## config.mk

```make
export PLATFORM = sky130hd
export DESIGN_NAME = sd_card_spi_responder
export DESIGN_NICKNAME = d
export VERILOG_FILES = /design/src/rtl/sd_spi_pkg.sv /design/src/rtl/spi_slave_byte.sv /design/src/rtl/sd_card_spi_responder.sv
export SDC_FILE = /design/constraint.sdc
export NUM_CORES = 1
export LEC_CHECK = 0
export BUFFER_PORTS_ARGS = -buffer_cell sky130_fd_sc_hd__buf_2
export CELL_PAD_IN_SITES_DETAIL_PLACEMENT = 1
export CELL_PAD_IN_SITES_GLOBAL_PLACEMENT = 1
export CORE_MARGIN = 2
export CORE_UTILIZATION = 43
export DETAILED_ROUTE_END_ITERATION = 10
export PLACE_DENSITY_LB_ADDON = 0.2
export SETUP_SLACK_MARGIN = 0.2
export SYNTH_ARGS = -nofsm -noshare
export SYNTH_HDL_FRONTEND = slang
export SYNTH_HIERARCHICAL = 1
export SYNTH_SLANG_ARGS = --single-unit
```

## constraint.sdc

```tcl
create_clock -name clk_clk -period 1.5 [get_ports clk_clk]
set_input_delay 0.375 -clock clk_clk [delete_from_list [all_inputs] [get_ports clk_clk]]
set_output_delay 0.375 -clock clk_clk [all_outputs]
set_load 0.1 [all_outputs]
```

## src/rtl/sd_spi_pkg.sv

```systemverilog
// Shared types and constants for the SD-card SPI-mode command responder.
package sd_spi_pkg;

    typedef enum logic [1:0] {
        ST_HUNT,
        ST_CMD,
        ST_NCR,
        ST_RESP
    } state_t;

    localparam logic [5:0] CMD0   = 6'd0;
    localparam logic [5:0] CMD8   = 6'd8;
    localparam logic [5:0] CMD16  = 6'd16;
    localparam logic [5:0] CMD17  = 6'd17;
    localparam logic [5:0] CMD24  = 6'd24;
    localparam logic [5:0] CMD55  = 6'd55;
    localparam logic [5:0] ACMD41 = 6'd41;

    localparam int R1_IDLE_BIT    = 0;
    localparam int R1_ILLEGAL_BIT = 2;

    localparam logic [7:0] FILL_BYTE = 8'hFF;

    function automatic logic [7:0] r1_status(input logic idle, input logic illegal);
        logic [7:0] r1;
        r1 = 8'h00;
        r1[R1_IDLE_BIT]    = idle;
        r1[R1_ILLEGAL_BIT] = illegal;
        return r1;
    endfunction

endpackage

```

## src/rtl/spi_slave_byte.sv

```systemverilog
// Mode-0 SPI slave byte engine: input synchronizers, SCLK edge detect,
// receive shifter with byte-done strobe, and a transmit shifter fed through a load port.
module spi_slave_byte #(
    parameter int SYNC_STAGES = 2
) (
    input  logic       clk,
    input  logic       rst_n,
    input  logic       sclk,
    input  logic       mosi,
    input  logic       ss_n,
    input  logic       load,
    input  logic [7:0] load_byte,
    output logic [7:0] rx_byte,
    output logic       byte_done,
    output logic       ss_inactive,
    output logic       miso
);

    logic [SYNC_STAGES-1:0] sclk_sync_reg;
    logic [SYNC_STAGES-1:0] mosi_sync_reg;
    logic [SYNC_STAGES-1:0] ss_sync_reg;
    logic                   sclk_prev_reg;
    logic                   ss_prev_reg;
    logic [2:0]             bit_cnt_reg;
    logic [7:0]             rx_reg;
    logic [7:0]             tx_reg;
    logic [7:0]             tx_next_reg;
    logic                   load_pending_reg;
    logic                   byte_done_reg;

    logic sclk_s, mosi_s, ss_s;
    logic sclk_rise, sclk_fall, ss_fall;

    assign sclk_s    = sclk_sync_reg[SYNC_STAGES-1];
    assign mosi_s    = mosi_sync_reg[SYNC_STAGES-1];
    assign ss_s      = ss_sync_reg[SYNC_STAGES-1];
    assign sclk_rise = sclk_s & ~sclk_prev_reg;
    assign sclk_fall = ~sclk_s & sclk_prev_reg;
    assign ss_fall   = ~ss_s & ss_prev_reg;

    always_ff @(posedge clk or negedge rst_n) begin
        if (!rst_n) begin
            sclk_sync_reg <= '1;
            mosi_sync_reg <= '1;
            ss_sync_reg   <= '1;
            sclk_prev_reg <= 1'b1;
            ss_prev_reg   <= 1'b1;
        end else begin
            sclk_sync_reg <= {sclk_sync_reg[SYNC_STAGES-2:0], sclk};
            mosi_sync_reg <= {mosi_sync_reg[SYNC_STAGES-2:0], mosi};
            ss_sync_reg   <= {ss_sync_reg[SYNC_STAGES-2:0], ss_n};
            sclk_prev_reg <= sclk_s;
            ss_prev_reg   <= ss_s;
        end
    end

    // Deselect dominates any SCLK edge seen in the same cycle.
    always_ff @(posedge clk or negedge rst_n) begin
        if (!rst_n) begin
            bit_cnt_reg      <= 3'd0;
            rx_reg           <= 8'hFF;
            tx_reg           <= 8'hFF;
            tx_next_reg      <= 8'hFF;
            load_pending_reg <= 1'b0;
            byte_done_reg    <= 1'b0;
        end else if (ss_s) begin
            bit_cnt_reg      <= 3'd0;
            rx_reg           <= 8'hFF;
            tx_reg           <= 8'hFF;
            tx_next_reg      <= 8'hFF;
            load_pending_reg <= 1'b0;
            byte_done_reg    <= 1'b0;
        end else begin
            byte_done_reg <= 1'b0;
            if (load) begin
                tx_next_reg <= load_byte;
            end
            if (ss_fall) begin
                bit_cnt_reg      <= 3'd0;
                load_pending_reg <= 1'b0;
            end else if (sclk_rise) begin
                rx_reg      <= {rx_reg[6:0], mosi_s};
                bit_cnt_reg <= bit_cnt_reg + 3'd1;
                if (bit_cnt_reg == 3'd7) begin
                    byte_done_reg    <= 1'b1;
                    load_pending_reg <= 1'b1;
                end
            end else if (sclk_fall) begin
                // The fall after a completed byte presents the next byte's MSB.
                if (load_pending_reg) begin
                    tx_reg           <= tx_next_reg;
                    load_pending_reg <= 1'b0;
                end else begin
                    tx_reg <= {tx_reg[6:0], 1'b1};
                end
            end
        end
    end

    assign rx_byte     = rx_reg;
    assign byte_done   = byte_done_reg;
    assign ss_inactive = ss_s;
    assign miso        = ss_s | tx_reg[7];

endmodule

```

## src/rtl/sd_card_spi_responder.sv

```systemverilog
// SD-card SPI-mode responder: frames 6-byte commands, answers with NCR filler
// then an R1 byte, and tracks the idle / application-command flags.
module sd_card_spi_responder
    import sd_spi_pkg::*;
#(
    parameter int SYNC_STAGES = 2
) (
    input  logic        clk_clk,
    input  logic        reset_reset_n,
    input  logic        spi_sclk,
    input  logic        spi_mosi,
    input  logic        spi_ss_n,
    output logic        spi_miso,
    output logic        cmd_valid,
    output logic [5:0]  cmd_index,
    output logic [31:0] cmd_arg,
    output logic        card_idle
);

    logic [7:0] rx_byte;
    logic       byte_done;
    logic       ss_inactive;
    logic       load;
    logic [7:0] load_byte;

    state_t      state_reg, state_next;
    logic [2:0]  byte_cnt_reg, byte_cnt_next;
    logic [5:0]  idx_reg, idx_next;
    logic [31:0] arg_reg, arg_next;
    logic        cmd_valid_reg, cmd_valid_next;
    logic [5:0]  cmd_index_reg, cmd_index_next;
    logic [31:0] cmd_arg_reg, cmd_arg_next;
    logic        idle_reg, idle_next;
    logic        app_reg, app_next;
    logic [7:0]  r1_reg, r1_next;

    spi_slave_byte #(
        .SYNC_STAGES(SYNC_STAGES)
    ) u_byte (
        .clk         (clk_clk),
        .rst_n       (reset_reset_n),
        .sclk        (spi_sclk),
        .mosi        (spi_mosi),
        .ss_n        (spi_ss_n),
        .load        (load),
        .load_byte   (load_byte),
        .rx_byte     (rx_byte),
        .byte_done   (byte_done),
        .ss_inactive (ss_inactive),
        .miso        (spi_miso)
    );

    assign load = byte_done & ~ss_inactive;

    always_ff @(posedge clk_clk or negedge reset_reset_n) begin
        if (!reset_reset_n) begin
            state_reg     <= ST_HUNT;
            byte_cnt_reg  <= 3'd0;
            idx_reg       <= 6'd0;
            arg_reg       <= 32'd0;
            cmd_valid_reg <= 1'b0;
            cmd_index_reg <= 6'd0;
            cmd_arg_reg   <= 32'd0;
            idle_reg      <= 1'b1;
            app_reg       <= 1'b0;
            r1_reg        <= FILL_BYTE;
        end else begin
            state_reg     <= state_next;
            byte_cnt_reg  <= byte_cnt_next;
            idx_reg       <= idx_next;
            arg_reg       <= arg_next;
            cmd_valid_reg <= cmd_valid_next;
            cmd_index_reg <= cmd_index_next;
            cmd_arg_reg   <= cmd_arg_next;
            idle_reg      <= idle_next;
            app_reg       <= app_next;
            r1_reg        <= r1_next;
        end
    end

    always_comb begin
        state_next     = state_reg;
        byte_cnt_next  = byte_cnt_reg;
        idx_next       = idx_reg;
        arg_next       = arg_reg;
        cmd_valid_next = 1'b0;
        cmd_index_next = cmd_index_reg;
        cmd_arg_next   = cmd_arg_reg;
        idle_next      = idle_reg;
        app_next       = app_reg;
        r1_next        = r1_reg;
        load_byte      = FILL_BYTE;

        if (ss_inactive) begin
            state_next    = ST_HUNT;
            byte_cnt_next = 3'd0;
        end else if (byte_done) begin
            case (state_reg)
                ST_HUNT: begin
                    if (rx_byte[7:6] == 2'b01) begin
                        idx_next      = rx_byte[5:0];
                        byte_cnt_next = 3'd0;
                        state_next    = ST_CMD;
                    end
                end
                ST_CMD: begin
                    if (byte_cnt_reg < 3'd4) begin
                        arg_next      = {arg_reg[23:0], rx_byte};
                        byte_cnt_next = byte_cnt_reg + 3'd1;
                    end else begin
                        // CRC byte: accept the command; R1 uses pre-update flags.
                        state_next     = ST_NCR;
                        cmd_valid_next = 1'b1;
                        cmd_index_next = idx_reg;
                        cmd_arg_next   = arg_reg;
                        app_next       = 1'b0;
                        case (idx_reg)
                            CMD0: begin
                                r1_next   = r1_status(1'b1, 1'b0);
                                idle_next = 1'b1;
                            end
                            CMD55: begin
                                r1_next  = r1_status(idle_reg, 1'b0);
                                app_next = 1'b1;
                            end
                            ACMD41: begin
                                if (app_reg) begin
                                    r1_next   = r1_status(1'b0, 1'b0);
                                    idle_next = 1'b0;
                                end else begin
                                    r1_next = r1_status(idle_reg, 1'b1);
                                end
                            end
                            CMD8, CMD16, CMD17, CMD24: r1_next = r1_status(idle_reg, 1'b0);
                            default:                   r1_next = r1_status(idle_reg, 1'b1);
                        endcase
                    end
                end
                ST_NCR: begin
                    load_byte  = r1_reg;
                    state_next = ST_RESP;
                end
                default: begin
                    state_next = ST_HUNT;
                end
            endcase
        end
    end

    assign cmd_valid = cmd_valid_reg;
    assign cmd_index = cmd_index_reg;
    assign cmd_arg   = cmd_arg_reg;
    assign card_idle = idle_reg;

endmodule

```

==> results of run 1 <==
==> area by class of cell <==
class,count,area share
sequential,124,0.3696
multi-input combinational,280,0.2904
timing repair buffer,149,0.2395
clock buffer,22,0.05414
tap,143,0.02087
clock inverter,10,0.01897
inverter,10,0.006275
antenna,1,0.0002918
==> through the flow <==
step | setup WS (ps) | instance area, um^2
after CTS | -221.3 | 7725
after global routing | -303.0 | 8572
after floorplan | 21.91 | 5202
after global placement | -4.269 | 5764
after detailed placement | -59.65 | 5764
final | -291.8 | 8574
==> logic make-up after synthesis <==
kind of cell,count (synthesis),synth area share
AO/OA/AOI/OAI,26,0.04616
buffers and inverters,27,0.02627
flip-flops,124,0.6177
adder cells (fa/ha/maj),7,0.01719
XOR/XNOR,1,0.001719
AND/OR/NAND/NOR,182,0.1559
multiplexers,64,0.1350
==> Yosys cell counts (2+ instances only) <==
library cell / n
nand2_1: 131
dfrtp_1: 88
dfstp_2: 36
mux2_2: 34
mux2i_1: 26
nor2_1: 18
buf_2: 8
nor3_1: 8
ha_1: 7
inv_1: 7
a21oi_1: 6
a2bb2oi_2: 6
nand2b_1: 5
buf_4: 4
mux2_1: 4
or2_2: 4
clkbuf_1: 3
inv_2: 3
a31oi_1: 2
nand4_1: 2
nor2_2: 2
or3_1: 2
==> critical path, cell delays in order, from the launching register on <==
cell,delay [ps]
dfrtp_1,400
inv_2,110
ha_4,170
nand2b_4,70
nor2_4,270
buf_6,170
buf_16,140
mux2_4,330
==> routing by layer <==
metal | vias to the layer above | track usage | part of all wire
met3 | 78 | 0.05303 | 0.064
met1 | 2271 | 0.3546 | 0.39
li1 | 1737 | - | -
met5 | - | 0 | 0
met2 | 241 | 0.4867 | 0.51
met4 | 0 | 0.1057 | 0.040
==> what timing repair did <==
item	CTS	global route
hold buffers	1	0
setup buffers	32	39
gates resized for setup	228	138
endpoints found under the setup margin	151	155
pin swaps	11	69
gates cloned	6	3
hold endpoints to repair	58	0
==> how the worst max path moves through the flow <==
stage               depth (start not counted)                       end                       startpoint  slack, ps
detailed placement                          6  state_reg[0]$_DFFE_PN0P_         state_reg[0]$_DFFE_PN0P_        -60
global route                               10   cmd_arg[18]$_DFFE_PN0P_         state_reg[1]$_DFFE_PN0P_       -300
global placement                            6  state_reg[0]$_DFFE_PN0P_         state_reg[0]$_DFFE_PN0P_         -4
CTS                                         4                  spi_miso  u_byte/ss_sync_reg[1]$_DFF_PN1_       -220
finish                                      7   arg_reg[10]$_DFFE_PN0P_         state_reg[1]$_DFFE_PN0P_       -290
floorplan                                   6   arg_reg[10]$_DFFE_PN0P_         state_reg[1]$_DFFE_PN0P_         20
==> power groups by stage <==
stage                     clock network (mW)  registers, mW  logic [mW]
after floorplan                            0           3.44      0.0628
after global placement                     0           3.44       0.164
after detailed placement                   0           3.44       0.168
after CTS                               4.43           3.39       0.185
after global routing                    4.76           3.39       0.222
final                                   4.60           3.39       0.207
==> results.sh, run 1 <==
export IMPL_r2r_start="state_reg[1]$_DFFE_PN0P_"
export IMPL_first_iter_violations=325
export IMPL_multi_input_area_um2=2490
export IMPL_combPwrFrac=0.025
export IMPL_final_instance_count_excl_fill=739
export IMPL_final_common_cell="nand2_1"
export IMPL_place_detailed_hpwl_um=7368
export IMPL_worst_pin_slew_ps=533.4
export IMPL_drc=14
export IMPL_syn_inst=431
export IMPL_p_seq_frac=0.413
export IMPL_mostFrequentLayoutCells="76 x nand2_1, 71 x dfrtp_1, 59 x buf_4, 54 x buf_12, 38 x mux2_4"
export IMPL_vias=4327
export IMPL_cp_arrival_ps=2110
export IMPL_finalCriticalPeriod_ps=1792
export IMPL_status="finished with violations"
export IMPL_clkPwrFrac=0.561
export IMPL_port_buffers=45
export IMPL_io_pins=46
export IMPL_vdd_drop_max_v=0.0009371
export IMPL_fin_tns_setup_ps=-17220
export IMPL_slew_violations=0
export IMPL_yosysTopAreaCell="dfrtp_1"
export IMPL_fillerInstances=966
export IMPL_grt_pass1_wl_um=26630
export IMPL_criticalPathCategory="flop to flop"
export IMPL_cts_buffer_depth=2
export IMPL_cts_tree="yes"
export IMPL_numCtsBuffers=17
export IMPL_async_flop_share=1.000
export IMPL_gr_total_overflow=0
export IMPL_syn_area_per_cell_um2=11.82
export IMPL_powerDensity_nw_per_um2=956.5
export IMPL_worstSkewPairLatency_ps=440
export IMPL_setup_viol=94
export IMPL_rsz0062_at_grt="yes"
export IMPL_synth_top_area_share=0.4321
export IMPL_fp_dieW_um=112.9
export IMPL_hold_path_endpoint="u_byte/ss_sync_reg[0]$_DFF_PN1_"
export IMPL_finalHoldViolations=0
export IMPL_p_int_mw=6.317
export IMPL_synth_seq_cells=124
export IMPL_p_leak_nw=3.903
export IMPL_hp_start="spi_ss_n"
export IMPL_rows=39
export IMPL_switchingPower_mw=1.884
export IMPL_cts_root_buf="clkbuf_16"
export IMPL_dieArea_um2=12740
export IMPL_period_share=1.195
export IMPL_cp_max_fo=8
export IMPL_drive_gt1_frac=0.6420
export IMPL_crit_required_ps=1820
export IMPL_grt_use_total=0.2818
export IMPL_start_util=0.4425
export IMPL_dieHeight_um=112.9
export IMPL_grt_antenna_before_repair=1
export IMPL_wirelength_um=22330
export IMPL_clock_skew_ps=11.52
export IMPL_seq_area_frac_synth=0.6177
export IMPL_yosys_warnings=6
export IMPL_antenna_left=0
export IMPL_seq_area_um2=3169
export IMPL_synthesis_nets=443
export IMPL_via_per_inst=5.855
export IMPL_synth_edf_count=0
export IMPL_synth_cell_types=47
export IMPL_hold_ws_ps=30.04
export IMPL_synth_area_leaders="dfrtp_1 43%, dfstp_2 19%, nand2_1 9.6%"
export IMPL_netlist_area_um2=5096
export IMPL_max_slew_margin=0.6444
export IMPL_clk_transition_reported_paths_ps=70
export IMPL_p_total_mw=8.201
export IMPL_fmax_mhz=558.1
export IMPL_clock_sinks=124
export IMPL_first_pass_iters=9
export IMPL_setup_slack_ps=-291.8
export IMPL_place_gp_congestion=0.7580
export IMPL_reg2reg_to="arg_reg[10]$_DFFE_PN0P_"
export IMPL_wire_per_inst_um=30.22
export IMPL_hold_path_class="input pin to flop"
export IMPL_core_um2=11520
export IMPL_min_path_cells=1
export IMPL_rrSetupSlack_ps=-290
export IMPL_fin_util=0.7446
export IMPL_switching_share=0.2297
export IMPL_grt_pass1_vias=4425
export IMPL_max_cap_violations=0
export IMPL_htreeDepth=4
export IMPL_ff2ff_path_depth=7
export IMPL_dpl_cell_count=625
export IMPL_synth_ff_type="dfrtp_1"
export IMPL_start_kind="flop"
export IMPL_syn_to_final_growth_pct=68.25
export IMPL_end_kind="flop"
export IMPL_nets=594
export IMPL_violations="design-rule violations, negative setup slack"
export IMPL_grt_max_degree=68
Power figures use the tool's default switching activity.
==> inputs of run 2 (changes only) <==
SETUP_SLACK_MARGIN = default   (was 0.2)
==> run 2 against run 1 <==
Effect of this change: the flow still finishes with violations (design-rule violations, negative setup slack); cell area is 15% lower; clock skew is 4.8 ps lower; register-to-register slack better by 40 ps; sequential power hardly changed; wire length is 32% lower; final cell count is 7.0% lower; critical path depth is 1 higher; critical endpoint is now r1_reg[2]$_DFFE_PN1P_.
==> results.sh, run 2 (synthesis gave the netlist of run 1 again) <==
export IMPL_powerDensity_nw_per_um2=1040
export IMPL_slowest_stage="dfstp_2"
export IMPL_fmax_mhz=570.3
export IMPL_place_gp_congestion=0.7617
export IMPL_crit_family="flip-flops"
export IMPL_criticalPathCategory="flop to flop"
export IMPL_cp_max_fo=8
export IMPL_rsz0062_at_grt="yes"
export IMPL_fillerInstances=1117
export IMPL_violations="design-rule violations, negative setup slack"
export IMPL_combPwrFrac=0.024
export IMPL_finalCriticalPeriod_ps=1754
export IMPL_vdd_drop_max_v=0.0008667
export IMPL_gr_total_overflow=0
export IMPL_final_common_cell="dfrtp_1"
export IMPL_numCtsBuffers=17
export IMPL_nets=543
export IMPL_max_cap_violations=0
export IMPL_critPathBufInv=4
export IMPL_p_leak_nw=3.763
export IMPL_wire_per_inst_um=22.10
export IMPL_drc=5
export IMPL_grt_max_degree=80
export IMPL_critPathMaxStageDelay_ps=610
export IMPL_max_slew_margin=0.6647
export IMPL_first_iter_violations=164
export IMPL_p_total_mw=7.617
export IMPL_grt_pass1_wl_um=21220
export IMPL_drive_gt1_frac=0.5625
export IMPL_core_um2=11520
export IMPL_antenna_left=0
export IMPL_fp_dieW_um=112.9
export IMPL_cts_tree="yes"
export IMPL_worst_pin_slew_ps=503.0
export IMPL_clock_sinks=124
export IMPL_end_kind="flop"
export IMPL_htreeDepth=4
export IMPL_wirelength_um=15180
export IMPL_grt_antenna_before_repair=0
export IMPL_setup_viol=93
export IMPL_start_util=0.4425
export IMPL_path_cells="buf_6 -> nand2b_4 -> inv_4 -> nand3_4 -> clkinv_8 -> buf_8 -> o21a_1 -> a21oi_2"
export IMPL_port_buffers=45
export IMPL_cts_root_buf="clkbuf_16"
export IMPL_grt_pass1_vias=4007
export IMPL_worst_path_stages=8
export IMPL_cp_arrival_ps=2100
export IMPL_n_antenna_cell=0
export IMPL_grt_use_total=0.2185
export IMPL_switchingPower_mw=1.658
export IMPL_clkPwrFrac=0.531
export IMPL_clk_transition_reported_paths_ps=60
export IMPL_first_pass_iters=7
export IMPL_ff2ff_path_depth=8
export IMPL_hold_path_class="input pin to flop"
export IMPL_setup_slack_ps=-253.5
export IMPL_dieHeight_um=112.9
export IMPL_via_per_inst=5.451
export IMPL_place_detailed_hpwl_um=7463
export IMPL_vias=3745
export IMPL_start_kind="flop"
export IMPL_p_seq_frac=0.445
export IMPL_syn_to_final_growth_pct=43.73
export IMPL_rows=39
export IMPL_hold_ws_ps=55.69
export IMPL_finalHoldViolations=0
export IMPL_io_pins=46
export IMPL_slew_violations=0
export IMPL_period_share=1.169
export IMPL_crit_required_ps=1840
export IMPL_dieArea_um2=12740
export IMPL_switching_share=0.2177
export IMPL_clock_skew_ps=6.755
export IMPL_worstSkewPairLatency_ps=420
export IMPL_min_path_cells=1
export IMPL_cts_buffer_depth=2
export IMPL_status="finished with violations"
export IMPL_p_int_mw=5.959
export IMPL_mostFrequentLayoutCells="86 x dfrtp_1, 69 x nand2_1, 59 x buf_4, 36 x nand2_2, 36 x dfstp_2"
run 2: worst paths after layout:
kind | start | end | slack, ps
worst max-delay path | u_byte/ss_sync_reg[1]$_DFF_PN1_ | r1_reg[2]$_DFFE_PN1P_ | -250
worst min-delay path | spi_mosi | u_byte/mosi_sync_reg[0]$_DFF_PN1_ | 60
worst max register to register | u_byte/ss_sync_reg[1]$_DFF_PN1_ | r1_reg[2]$_DFFE_PN1P_ | -250
worst min register to register | u_byte/ss_sync_reg[0]$_DFF_PN1_ | u_byte/ss_sync_reg[1]$_DFF_PN1_ | 360
max in group asynchronous | reset_reset_n | u_byte/mosi_sync_reg[1]$_DFF_PN1_ | 580
min in group asynchronous | reset_reset_n | app_reg$_DFFE_PN0P_ | 500
run 2: per-stage QoR:
step / utilization / setup WS, ps / cell area, um^2 / setup TNS (ps) / instances
floorplan: - / -20.98 / 5139 / -20.98 / 431
global placement: 0.4991 / -77.22 / 5748 / -341.4 / 629
detailed placement: 0.4991 / -136.1 / 5748 / -2422 / 629
CTS: 0.5884 / -188.3 / 6777 / -9011 / 675
global route: 0.6360 / -289.7 / 7325 / -17850 / 687
finish: 0.6360 / -253.5 / 7325 / -13280 / 687
run 2: worst reg2reg max path, stage by stage, from the launching register on:
cell	delay, ps
dfstp_2	610
buf_6	130
nand2b_4	150
inv_4	60
nand3_4	160
clkinv_8	150
buf_8	160
o21a_1	120
a21oi_2	140
run 2: repair_timing:
item                                   in CTS  in global routing
gates resized for setup                    75                131
setup endpoints to repair                 130                 97
setup buffers                              10                 12
cloned                                      3                  2
hold buffers                                1                  0
endpoints found under the hold margin      17                  0
pin swaps                                   9                 57
run 2: cell type report:
class | instances | area, um^2 | area share
Inverter | 10 | 61.31 | 0.008370
Clock inverter | 11 | 118.9 | 0.01623
Timing Repair Buffer | 98 | 1060 | 0.1447
Tap cell | 143 | 178.9 | 0.02443
Multi-Input combinational cell | 280 | 2295 | 0.3133
Sequential cell | 124 | 3151 | 0.4301
Clock buffer | 21 | 460.4 | 0.06286
run 2: power groups by stage:
stage / Combinational, mW / Sequential, mW / Clock, mW
detailed placement: 0.169 / 3.45 / 0
CTS: 0.176 / 3.39 / 4.06
global route: 0.199 / 3.39 / 4.26
floorplan: 0.0613 / 3.44 / 0
finish: 0.181 / 3.39 / 4.04
global placement: 0.164 / 3.44 / 0
run 2: per-layer routing:
| metal | wire, um | vias up | global-route usage |
|---|---|---|---|
| met1 | 6329 | 1970 | 0.2825 |
| met2 | 7965 | 95 | 0.3675 |
| li1 | - | 1648 | - |
| met5 | 0 | - | 0 |
| met3 | 509 | 32 | 0.04767 |
| met4 | 380 | 0 | 0.07480 |
